$ cat config.mk
export PLATFORM = sky130hd
export DESIGN_NAME = ahb_apb_bridge_arbiter
export DESIGN_NICKNAME = d
export VERILOG_FILES = /design/src/rtl/ahb_apb_bridge_arbiter.sv
export SDC_FILE = /design/constraint.sdc
export NUM_CORES = 1
export LEC_CHECK = 0
export BUFFER_PORTS_ARGS = -buffer_cell sky130_fd_sc_hd__buf_2
export CAP_MARGIN = 30
export CORE_AREA = 5 5 155 157
export CTS_CLUSTER_SIZE = 24
export DETAILED_ROUTE_END_ITERATION = 8
export DIE_AREA = 0 0 160 162
export GPL_TIMING_DRIVEN = 0
export RECOVER_POWER = 100
export SETUP_SLACK_MARGIN = 0.2
export SLEW_MARGIN = 10
export SYNTH_ARGS = -nofsm -noshare
export SYNTH_HDL_FRONTEND = slang
export SYNTH_SLANG_ARGS = --single-unit
$ cat constraint.sdc
create_clock -name H_CLK -period 2 [get_ports H_CLK]
set_input_delay 0.4 -clock H_CLK [delete_from_list [all_inputs] [get_ports H_CLK]]
set_output_delay 0.4 -clock H_CLK [all_outputs]
set_load 0.02 [all_outputs]
$ cat src/rtl/ahb_apb_bridge_arbiter.sv
// Round-robin arbiter sharing one AHB-Lite bridge slave between NUM_REQ single-transfer requesters.
// Latency: request seen at edge k -> address phase cycle k+1, DONE pulse cycle k+3 with no wait states.
// Backpressure: H_READY_OUT low stalls the address or data phase indefinitely; requests wait in IDLE.
module ahb_apb_bridge_arbiter #(
    parameter int NUM_REQ    = 4,
    parameter int DATA_WIDTH = 32,
    parameter int ADDR_WIDTH = 32,
    parameter int TRAN_WIDTH = 3
) (
    input  logic                          H_CLK,
    input  logic                          H_RESET_n,
    input  logic [NUM_REQ-1:0]            REQ,
    input  logic [NUM_REQ-1:0]            REQ_WRITE,
    input  logic [NUM_REQ*ADDR_WIDTH-1:0] REQ_ADDR,
    input  logic [NUM_REQ*DATA_WIDTH-1:0] REQ_WDATA,
    output logic [NUM_REQ-1:0]            GNT,
    output logic [NUM_REQ-1:0]            DONE,
    output logic [DATA_WIDTH-1:0]         RDATA,
    output logic                          ERR,
    output logic                          H_SEL_APB,
    output logic [TRAN_WIDTH-1:0]         H_TRANS,
    output logic                          H_WRITE,
    output logic [ADDR_WIDTH-1:0]         H_ADDR,
    output logic [DATA_WIDTH-1:0]         H_WDATA,
    output logic                          H_READY_IN,
    input  logic                          H_READY_OUT,
    input  logic                          H_RESP,
    input  logic [DATA_WIDTH-1:0]         H_RDATA
);
    localparam int IDX_W = (NUM_REQ > 1) ? $clog2(NUM_REQ) : 1;
    localparam logic [TRAN_WIDTH-1:0] TR_IDLE   = '0;
    localparam logic [TRAN_WIDTH-1:0] TR_NONSEQ = TRAN_WIDTH'(2);

    typedef enum logic [1:0] {S_IDLE, S_ADDR, S_DATA, S_RESP} state_t;

    state_t                 state;
    logic [IDX_W-1:0]       last_q;
    logic                   wr_q;
    logic [DATA_WIDTH-1:0]  wdata_q;

    int                     cand;
    logic [IDX_W-1:0]       cand_idx;
    logic                   pick_vld;
    logic [IDX_W-1:0]       pick_idx;
    logic [NUM_REQ-1:0]     pick_oh;
    logic                   pick_wr;
    logic [ADDR_WIDTH-1:0]  pick_addr;
    logic [DATA_WIDTH-1:0]  pick_wdata;

    // Single-slave system: the bridge's own ready is the bus HREADY.
    assign H_READY_IN = H_READY_OUT;

    // Walk downward so the closest requester after last_q is the one that sticks.
    always_comb begin
        cand     = 0;
        cand_idx = '0;
        pick_vld = 1'b0;
        pick_idx = '0;
        for (int i = NUM_REQ; i >= 1; i--) begin
            cand     = (int'(last_q) + i) % NUM_REQ;
            cand_idx = cand[IDX_W-1:0];
            if (REQ[cand_idx]) begin
                pick_vld = 1'b1;
                pick_idx = cand_idx;
            end
        end
    end

    always_comb begin
        pick_oh    = '0;
        pick_wr    = 1'b0;
        pick_addr  = '0;
        pick_wdata = '0;
        for (int i = 0; i < NUM_REQ; i++) begin
            if (pick_idx == IDX_W'(i)) begin
                pick_oh[i] = 1'b1;
                pick_wr    = REQ_WRITE[i];
                pick_addr  = REQ_ADDR[i*ADDR_WIDTH +: ADDR_WIDTH];
                pick_wdata = REQ_WDATA[i*DATA_WIDTH +: DATA_WIDTH];
            end
        end
    end

    always_ff @(posedge H_CLK or negedge H_RESET_n) begin
        if (!H_RESET_n) begin
            state     <= S_IDLE;
            last_q    <= IDX_W'(NUM_REQ - 1);
            wr_q      <= 1'b0;
            wdata_q   <= '0;
            GNT       <= '0;
            DONE      <= '0;
            RDATA     <= '0;
            ERR       <= 1'b0;
            H_SEL_APB <= 1'b0;
            H_TRANS   <= TR_IDLE;
            H_WRITE   <= 1'b0;
            H_ADDR    <= '0;
            H_WDATA   <= '0;
        end else begin
            case (state)
                S_IDLE: begin
                    if (pick_vld) begin
                        last_q    <= pick_idx;
                        wr_q      <= pick_wr;
                        wdata_q   <= pick_wdata;
                        GNT       <= pick_oh;
                        H_SEL_APB <= 1'b1;
                        H_TRANS   <= TR_NONSEQ;
                        H_WRITE   <= pick_wr;
                        H_ADDR    <= pick_addr;
                        state     <= S_ADDR;
                    end else begin
                        H_SEL_APB <= 1'b0;
                        H_TRANS   <= TR_IDLE;
                        H_WRITE   <= 1'b0;
                        H_ADDR    <= '0;
                        H_WDATA   <= '0;
                    end
                end
                S_ADDR: begin
                    if (H_READY_OUT) begin
                        H_SEL_APB <= 1'b0;
                        H_TRANS   <= TR_IDLE;
                        H_WDATA   <= wr_q ? wdata_q : '0;
                        state     <= S_DATA;
                    end
                end
                S_DATA: begin
                    if (H_READY_OUT) begin
                        if (!wr_q) begin
                            RDATA <= H_RDATA;
                        end
                        ERR     <= H_RESP;
                        DONE    <= GNT;
                        H_WDATA <= '0;
                        state   <= S_RESP;
                    end
                end
                default: begin
                    DONE    <= '0;
                    GNT     <= '0;
                    H_WRITE <= 1'b0;
                    H_ADDR  <= '0;
                    state   <= S_IDLE;
                end
            endcase
        end
    end
endmodule

==> qor.yml, run 1 <==
power_density_nw_per_um2: 1610
period_needed_ps: 1950
yosysUniqueCellTypes: 48
ctsRootBufferMaster: "clkbuf_16"
ys_async_sr_fraction_pct: 100
gp_congestion: 0.901
cts_tree: "done"
crit_path_max_fanout: 9
drive_above_1_share_pct: 49.3
start_kind: "register"
via_count: 7996
grt_max_degree: 78
fin_nets: 1475
drc_errors: 0
grt-ovfl-total: 0
grt_pass1_wl_um: 47700
startpoint: "last_q[1]"
r2r-start: "last_q[1]"
fin_skew_ps: 22.8
yosysTopAreaCellShare_pct: 48.1
fp.dieH_um: 162
synth_commonest_cells: "dfrtp_1, nand2_1, and3_1, a211oi_1, buf_2"
max-clock-path-buffers: 2
io_buffers: 405
area_growth_pct: 61.7
start_util_pct: 33.0
hold_path_class: "in -> reg"
crit_path_end_kind: "register"
ys_warn_count: 0
reg2reg_slack_ps: 50
dr.pass1.iters: 5
max_slew_margin_pct: 29.2
critPathArrivalTime_ps: 2260
post_drt_wl_per_cell_um: 22.6
synth-seq-cells: 144
yosysSeqAreaShare_pct: 48.9
grt_use_total_pct: 23.8
hold_ws_ps: 184
syn_area_sq_um: 7380
cts-htree-levels: 4
endpoint: "H_WRITE"
drtAntennaViolNets: 0
drtIter0Drc: 499
tightest_slew_ps: 1060
synth_area_per_cell_sq_um: 10.5
crit_required_ps: 2300
maxCapViolations: 0
via_per_inst: 5.42
cts_made_buffers: 17
dieWidth_um: 160
synth_edf_count: 0
p_leak_nw: 5.46
path_class: "reg -> reg"
slew_violations: 0
synth.largest_area_cell: "dfrtp_1"
setup_viol: 0
wirelength_um: 33300
outcome: "complete, no violations"
grt_pass1_vias: 8286
clk_latency_ps: 430
dp_hpwl_um: 23800
antenna_found_initial: 4
dieArea_sq_um: 25900
fmax_mhz: 512
fp.coreArea_sq_um: 22400
syn-instance-count: 703
clk_pin_slew_ps: 70
num_rows: 55
hold_violations: 0
synthTopCellsByArea: "dfrtp_1, a211oi_1, and3_1"
synthFlopType: "dfrtp_1"
p_total_mw: 19.2
fin_crit_sh_pct: 97.6
r2r_cells: 8
r2r_end: "H_WRITE"
synth.most_common_cell: "dfrtp_1"
n_fill_cell: 2101
io-pin-count: 411
cts_sinks: 144
ir_worst_vdd_mv: 0.609
rsz0062_at_grt: "yes"
==> area by class of cell <==
| cell class | instances | area, sq um | share of cell area (%) |
|---|---|---|---|
| clock inverters | 14 | 145 | 1.22 |
| inverters | 8 | 30.0 | 0.252 |
| well taps | 285 | 357 | 2.99 |
| repair buffers | 449 | 2510 | 21.0 |
| clock buffers | 18 | 429 | 3.60 |
| multi-input cells | 476 | 4080 | 34.2 |
| flip-flops and latches | 144 | 3610 | 30.2 |
| diodes | 4 | 10.0 | 0.0839 |
| plain buffers | 76 | 769 | 6.45 |
==> through the flow <==
| stage | util, % | setup slack [ps] | area (sq um) | std cells | TNS [ps] |
|---|---|---|---|---|---|
| after global routing | 53.3 | -5.76 | 11900 | 1474 | -10.6 |
| after global placement | 43.7 | -1700 | 9770 | 1394 | -266390 |
| final | 53.3 | 48.3 | 11900 | 1474 | 0 |
| after floorplan | - | 219 | 7380 | 704 | 0 |
| after CTS | 51.0 | 92.4 | 11400 | 1452 | 0 |
| after detailed placement | 43.8 | -444 | 9810 | 1395 | -23110 |
==> routing by layer <==
| layer | part of all wire (%) | global-route usage [%] | vias up | wire, um |
|---|---|---|---|---|
| met1 | 41 | 29.8 | 3904 | 13600 |
| met2 | 49 | 39.4 | 388 | 16400 |
| li1 | - | - | 3658 | - |
| met4 | 3.0 | 9.07 | 0 | 984 |
| met3 | 7.2 | 6.34 | 46 | 2410 |
| met5 | 0 | 0 | - | 0 |
==> how the worst min path moves through the flow <==
stage                 from  slack, ps  cells after the start     endpoint
3_5_place_dp     H_RESET_n        420                      1  H_WDATA[16]
5_1_grt        H_RDATA[10]        170                      2    RDATA[10]
6_report       H_RDATA[10]        180                      2    RDATA[10]
4_1_cts        H_RDATA[10]        170                      2    RDATA[10]
2_1_floorplan    H_RESET_n        100                      0      DONE[0]
3_3_place_gp   wdata_q[20]        460                      2  wdata_q[20]
==> flip-flops by register name, indices dropped and copies added, names as in the netlist <==
signal,flops
RDATA,32
H_TRANS,1
H_WRITE,1
H_ADDR,32
H_WDATA,32
ERR,1
state,2
wdata_q,32
last_q,2
DONE,4
wr_q,1
GNT,4
==> report_power, final <==
part           internal, mW  switching [mW]  total, mW  leakage, nW
Combinational          4.70            6.54       11.2         3.34
Clock                  1.76            1.40       3.16        0.273
Sequential             4.12           0.656       4.78         1.85
==> layout by cell type, fill, tap and decap left out, types with 8 or more instances in the layout <==
cell,n
nand3_1,10
nor2_1,9
a21oi_1,10
buf_6,19
nand2_1,71
mux2_2,27
o31ai_1,26
buf_8,15
o31ai_2,8
buf_4,22
and3_4,12
a211oi_4,17
o21ai_0,28
o21ai_1,12
buf_12,14
clkbuf_16,24
buf_2,311
a21o_1,8
clkbuf_1,118
a32o_1,32
and3_1,43
o22ai_1,27
a211oi_2,34
dfrtp_1,142
clkbuf_4,10
inv_1,8
o221ai_1,22
==> critical path, stage by stage, from the launching register on <==
cell      delay, ps
dfstp_2         570
buf_6           130
mux2i_1         180
o22a_1          180
o21ai_4          70
buf_12          150
clkbuf_4        140
a211oi_4        280
o31ai_1         110
==> logic make-up (layout without fill, tap and decap cells) <==
family,after synthesis,after routing,synth area share [%]
other,1,6,0.0508
AO/OA/AOI/OAI,267,267,27.3
AND/OR/NAND/NOR,163,164,11.1
buffers and inverters,85,565,6.22
flip-flops,144,144,48.9
multiplexers,40,40,6.00
adder cells (fa/ha/maj),3,3,0.509
==> timing repair <==
action,CTS,global route
endpoints found under the hold margin,76,0
hold buffers,1,0
gates resized for setup,174,114
pin swaps,35,93
buffers inserted,16,7
endpoints found under the setup margin,135,122
gates cloned,9,11
(Power assumes the default switching activity.)
==> run 2: changes to the inputs <==
--- a/config.mk
+++ b/config.mk
@@ -7,12 +7,11 @@
 export LEC_CHECK = 0
 export BUFFER_PORTS_ARGS = -buffer_cell sky130_fd_sc_hd__buf_2
 export CAP_MARGIN = 30
-export CORE_AREA = 5 5 155 157
+export CORE_MARGIN = 4
+export CORE_UTILIZATION = 24
 export CTS_CLUSTER_SIZE = 24
 export DETAILED_ROUTE_END_ITERATION = 8
-export DIE_AREA = 0 0 160 162
 export GPL_TIMING_DRIVEN = 0
-export RECOVER_POWER = 100
 export SETUP_SLACK_MARGIN = 0.2
 export SLEW_MARGIN = 10
 export SYNTH_ARGS = -nofsm -noshare
==> run 2 against run 1 <==
Compared with the run above: count of clock-buffer cells in the layout down 1; wire length up 5.1%; global-route usage down 4.5 points; critical path type unchanged; die area up 30%; critical path depth unchanged; hold slack worse by 1.7 ps; flip-flop and latch count unchanged; clock skew down 8.2 ps; power up 2.7%.
==> qor.yml, run 2 (synthesized netlist as in run 1, its figures left out) <==
crit_family: "compound AO/OA/AOI/OAI gates"
p_sw_share_pct: 44.5
dieWidth_um: 183
gp_congestion: 0.888
fp.dieH_um: 183
fin_crit_sh_pct: 98.5
drtAntennaViolNets: 0
period_needed_ps: 1970
grt_use_total_pct: 19.3
path_class: "reg -> reg"
start_util_pct: 24.6
cpPeakStageDelay_ps: 550
final_cells: 1570
setup_slack_ps: 29.8
drtIter0Drc: 327
cts_made_buffers: 17
fmax_mhz: 508
max_slew_margin_pct: 55.1
grt-ovfl-total: 0
antenna_found_initial: 1
grt_pass1_wl_um: 49100
hold_path_class: "in -> reg"
setup_viol: 0
crit_path_end_kind: "register"
dieArea_sq_um: 33600
post_drt_wl_per_cell_um: 22.3
drc_errors: 0
cts_sinks: 144
clk_pin_slew_ps: 70
p_switching_mw: 8.76
cts-htree-levels: 4
pre_cts_ws_ps: -695
maxCapViolations: 0
critPathArrivalTime_ps: 2270
p_comb_share_pct: 58.4
fin_area_sq_um: 12200
grt_max_degree: 75
p_seq_share_pct: 24.2
wirelength_um: 35000
start_kind: "register"
dp_cells: 1500
crit_required_ps: 2300
cts_tree: "done"
fp.coreArea_sq_um: 30000
p_int_mw: 10.9
dr.pass1.iters: 5
grtUsageMet2_pct: 34.2
drive_above_1_share_pct: 58.8
ctsRootBufferMaster: "clkbuf_16"
cpMaxStageDelayCell: "dfstp_2"
slew_violations: 0
fin_nets: 1470
diodes: 0
use_met3_pct: 4.18
cp.buffers_inverters: 3
crit_path_max_fanout: 5
hold_violations: 0
via_count: 7986
fin_skew_ps: 14.6
outcome: "complete, no violations"
io-pin-count: 411
max-clock-path-buffers: 2
dp_hpwl_um: 25400
final_cell_mix: "buf_2, dfrtp_1, nand2_1, and3_1, a211oi_2"
rsz0062_at_grt: "yes"
clk_latency_ps: 430
via_per_inst: 5.09
clkPwrFrac_pct: 17.4
p_leak_nw: 5.90
grt_pass1_vias: 8208
ir_worst_vdd_mv: 0.590
hold_ws_ps: 182
busiest_layer: "met2"
num_rows: 63
crit_chain: "buf_6, mux2i_1, o22a_1, o21ai_4, buf_12, buf_6, a211oi_4, o31ai_1"
path_common_cell: "buf_6"
post_dp_cell_area_sq_um: 9940
area_growth_pct: 65.0
power_density_nw_per_um2: 1620
fin_util_pct: 40.7
tightest_slew_ps: 673
layout_commonest_cell: "buf_2"
use_met1_pct: 23.7
io_buffers: 405
==> run 2: final timing paths <==
path | depth (start not counted) | startpoint | to | slack, ps
max | 8 | last_q[1] | H_WRITE | 30
min | 2 | H_RDATA[11] | RDATA[11] | 180
max reg2reg | 8 | last_q[1] | H_WRITE | 30
min reg2reg | 2 | H_WRITE | H_WRITE | 480
max in group asynchronous | 3 | H_RESET_n | last_q[0] | 660
min in group asynchronous | 2 | H_RESET_n | RDATA[9] | 510
==> run 2: per-stage QoR <==
step	total power [mW]	setup TNS (ps)
floorplan	10.1	0
global placement	13.4	-274790
detailed placement	13.5	-35970
CTS	18.3	0
global route	20.9	-21.7
finish	19.7	0
==> run 2: routing by layer <==
layer | vias up | part of all wire, % | wire, um
met5 | - | 0.020 | 7
met4 | 2 | 1.8 | 633
met3 | 36 | 6.8 | 2370
met2 | 364 | 51 | 17800
met1 | 3937 | 40 | 14200
li1 | 3647 | - | -
==> run 2: power by group through the flow <==
stage	clock network, mW	logic [mW]	registers (mW)
3_5_place_dp	0	8.68	4.80
4_1_cts	3.53	10.0	4.75
5_1_grt	3.65	12.3	4.89
6_report	3.42	11.5	4.77
2_1_floorplan	0	4.45	5.65
3_3_place_gp	0	8.61	4.76
==> run 2: cell type report <==
class,count,area [sq um]
Clock buffer,17,425
Sequential cell,144,3610
Multi-Input combinational cell,476,4010
Tap cell,390,488
Timing Repair Buffer,444,2660
Inverter,8,30.0
Buffer,76,762
Fill cell,3001,17800
Clock inverter,15,193
==> run 2: what timing repair did <==
| action | in CTS | in global routing |
|---|---|---|
| setup endpoints to repair | 137 | 130 |
| hold buffers | 1 | 0 |
| gates cloned | 6 | 10 |
| setup buffers | 15 | 7 |
| hold endpoints to repair | 70 | 0 |
| resized for setup | 123 | 137 |
| pin swaps | 15 | 48 |
==> run 2: worst reg2reg max path, cell delays in order, from the launching register on <==
cell	delay (ps)
dfstp_2	550
buf_6	120
mux2i_1	200
o22a_1	200
o21ai_4	90
buf_12	150
buf_6	120
a211oi_4	290
o31ai_1	120
==> run 3: changes to the inputs <==
--- a/config.mk
+++ b/config.mk
@@ -7,13 +7,13 @@
 export LEC_CHECK = 0
 export BUFFER_PORTS_ARGS = -buffer_cell sky130_fd_sc_hd__buf_2
 export CAP_MARGIN = 30
-export CORE_MARGIN = 4
 export CORE_UTILIZATION = 24
+export CTS_BUF_LIST = sky130_fd_sc_hd__clkbuf_16
 export CTS_CLUSTER_SIZE = 24
 export DETAILED_ROUTE_END_ITERATION = 8
 export GPL_TIMING_DRIVEN = 0
 export SETUP_SLACK_MARGIN = 0.2
-export SLEW_MARGIN = 10
+export SLEW_MARGIN = 20
 export SYNTH_ARGS = -nofsm -noshare
 export SYNTH_HDL_FRONTEND = slang
 export SYNTH_SLANG_ARGS = --single-unit
==> run 3 against run 2 <==
Compared with the run above: setup slack better by 4.5 ps; clock skew decreased by 4.6 ps; register-to-register slack barely moved; design area grew 0.60%; wire length shrank 3.9%; first-iteration DRC count up 3.7%; clock power about the same; sequential share of layout area fell by 0.18 points.
==> qor.yml, run 3 (synthesized netlist as in run 1, its figures left out) <==
setup_slack_ps: 34.3
grt_max_degree: 75
dieWidth_um: 177
cpPeakStageDelay_ps: 560
gp_congestion: 0.816
drtIter0Drc: 339
num_rows: 63
post_drt_wl_per_cell_um: 21.4
period_needed_ps: 1970
setup_viol: 0
cp.buffers_inverters: 4
antenna_found_initial: 2
fin_skew_ps: 10.0
slew_violations: 0
path_common_cell: "buf_4"
drc_errors: 0
io_buffers: 405
grt_pass1_wl_um: 48300
fp.dieH_um: 177
io-pin-count: 411
start_util_pct: 24.6
fin_nets: 1470
grt-ovfl-total: 0
crit_path_end_kind: "register"
hold_path_class: "in -> reg"
crit_path_max_fanout: 6
via_per_inst: 5.09
via_count: 7999
tightest_slew_ps: 677
fin_crit_sh_pct: 98.3
maxCapViolations: 0
area_growth_pct: 66.0
clk_latency_ps: 420
fmax_mhz: 509
max-clock-path-buffers: 2
cts_tree: "done"
p_leak_nw: 5.88
clk_pin_slew_ps: 70
grt_pass1_vias: 8152
wirelength_um: 33600
ir_worst_vdd_mv: 0.740
dieArea_sq_um: 31500
cts-htree-levels: 4
rsz0062_at_grt: "yes"
start_kind: "register"
fp.coreArea_sq_um: 30000
grt_use_total_pct: 21.0
final_cell_mix: "buf_2, dfrtp_1, nand2_1, and3_1, a211oi_2"
crit_family: "buffers and inverters"
dp_hpwl_um: 24000
crit_required_ps: 2300
outcome: "complete, no violations"
layout_commonest_cell: "buf_2"
ctsRootBufferMaster: "clkbuf_16"
drive_above_1_share_pct: 61.0
critPathArrivalTime_ps: 2270
hold_violations: 0
power_density_nw_per_um2: 1600
dr.pass1.iters: 4
fin_area_sq_um: 12300
pre_cts_ws_ps: -798
cts_sinks: 144
cts_made_buffers: 17
drtAntennaViolNets: 0
max_slew_margin_pct: 54.7
cpMaxStageDelayCell: "dfstp_2"
crit_chain: "buf_4, nor2_1, o32a_1, buf_8, buf_12, buf_4, o221ai_1, o21ai_1"
post_dp_cell_area_sq_um: 9940
path_class: "reg -> reg"
-- run 3: cell count changes in the layout (fill, tap and decap cells not counted), moves of 7 or more --
cell | before | now
o221ai_2 | 6 | 20
clkbuf_16 | 26 | 19
a211oi_1 | 3 | 10
o221ai_1 | 19 | 5
-- run 3: what timing repair did --
item,4_1_cts,5_1_grt
gates resized for setup,172,122
gates cloned,11,1
pin swaps,60,50
endpoints found under the hold margin,68,0
hold buffers,1,0
buffers inserted,21,5
setup endpoints to repair,137,136
-- run 3: power breakdown --
part | switching [mW] | internal [mW] | total [mW] | leakage [nW]
registers | 0.643 | 4.12 | 4.76 | 1.85
clock network | 1.50 | 1.89 | 3.39 | 0.290
logic | 6.61 | 4.90 | 11.5 | 3.75
total | 8.75 | 10.9 | 19.7 | 5.88
-- run 3: stage by stage --
stage | std cells | util, % | setup TNS (ps) | hold slack (ps) | total power, mW
after CTS | 1564 | 38.9 | 0 | 177 | 18.8
after detailed placement | 1500 | 33.2 | -37670 | 392 | 13.4
after global placement | 1499 | 33.0 | -275230 | 461 | 13.3
final | 1572 | 40.9 | 0 | 190 | 19.7
after global routing | 1571 | 40.9 | -318 | 178 | 20.8
after floorplan | 704 | - | 0 | 104 | 10.1
-- run 3: area by class of cell --
cell class                 instances  area, sq um
inverter                           8         30.0
sequential                       144         3610
multi-input combinational        476         4170
buffer                            76          788
timing repair buffer             444         2570
clock inverter                    15          175
tap                              390          488
fill                            3003        17700
clock buffer                      17          425
antenna                            2         5.00
-- run 3: path summary, 6_finish.rpt --
check	start	end	slack, ps	depth (start not counted)
max in group asynchronous	H_RESET_n	H_ADDR[12]	700	3
min	H_RDATA[10]	RDATA[10]	190	2
max reg2reg	last_q[1]	H_ADDR[9]	30	8
max	last_q[1]	H_ADDR[9]	30	8
min reg2reg	wdata_q[1]	wdata_q[1]	480	2
min in group asynchronous	H_RESET_n	RDATA[10]	490	2
-- run 3: routing by layer --
metal	up-vias	part of all wire (%)	GRT usage [%]	routed length, um
li1	3640	-	-	-
met1	3926	42	25.5	14000
met2	376	49	36.1	16600
met3	55	6.2	4.56	2090
met4	2	2.8	7.69	949
met5	-	0.033	0	11
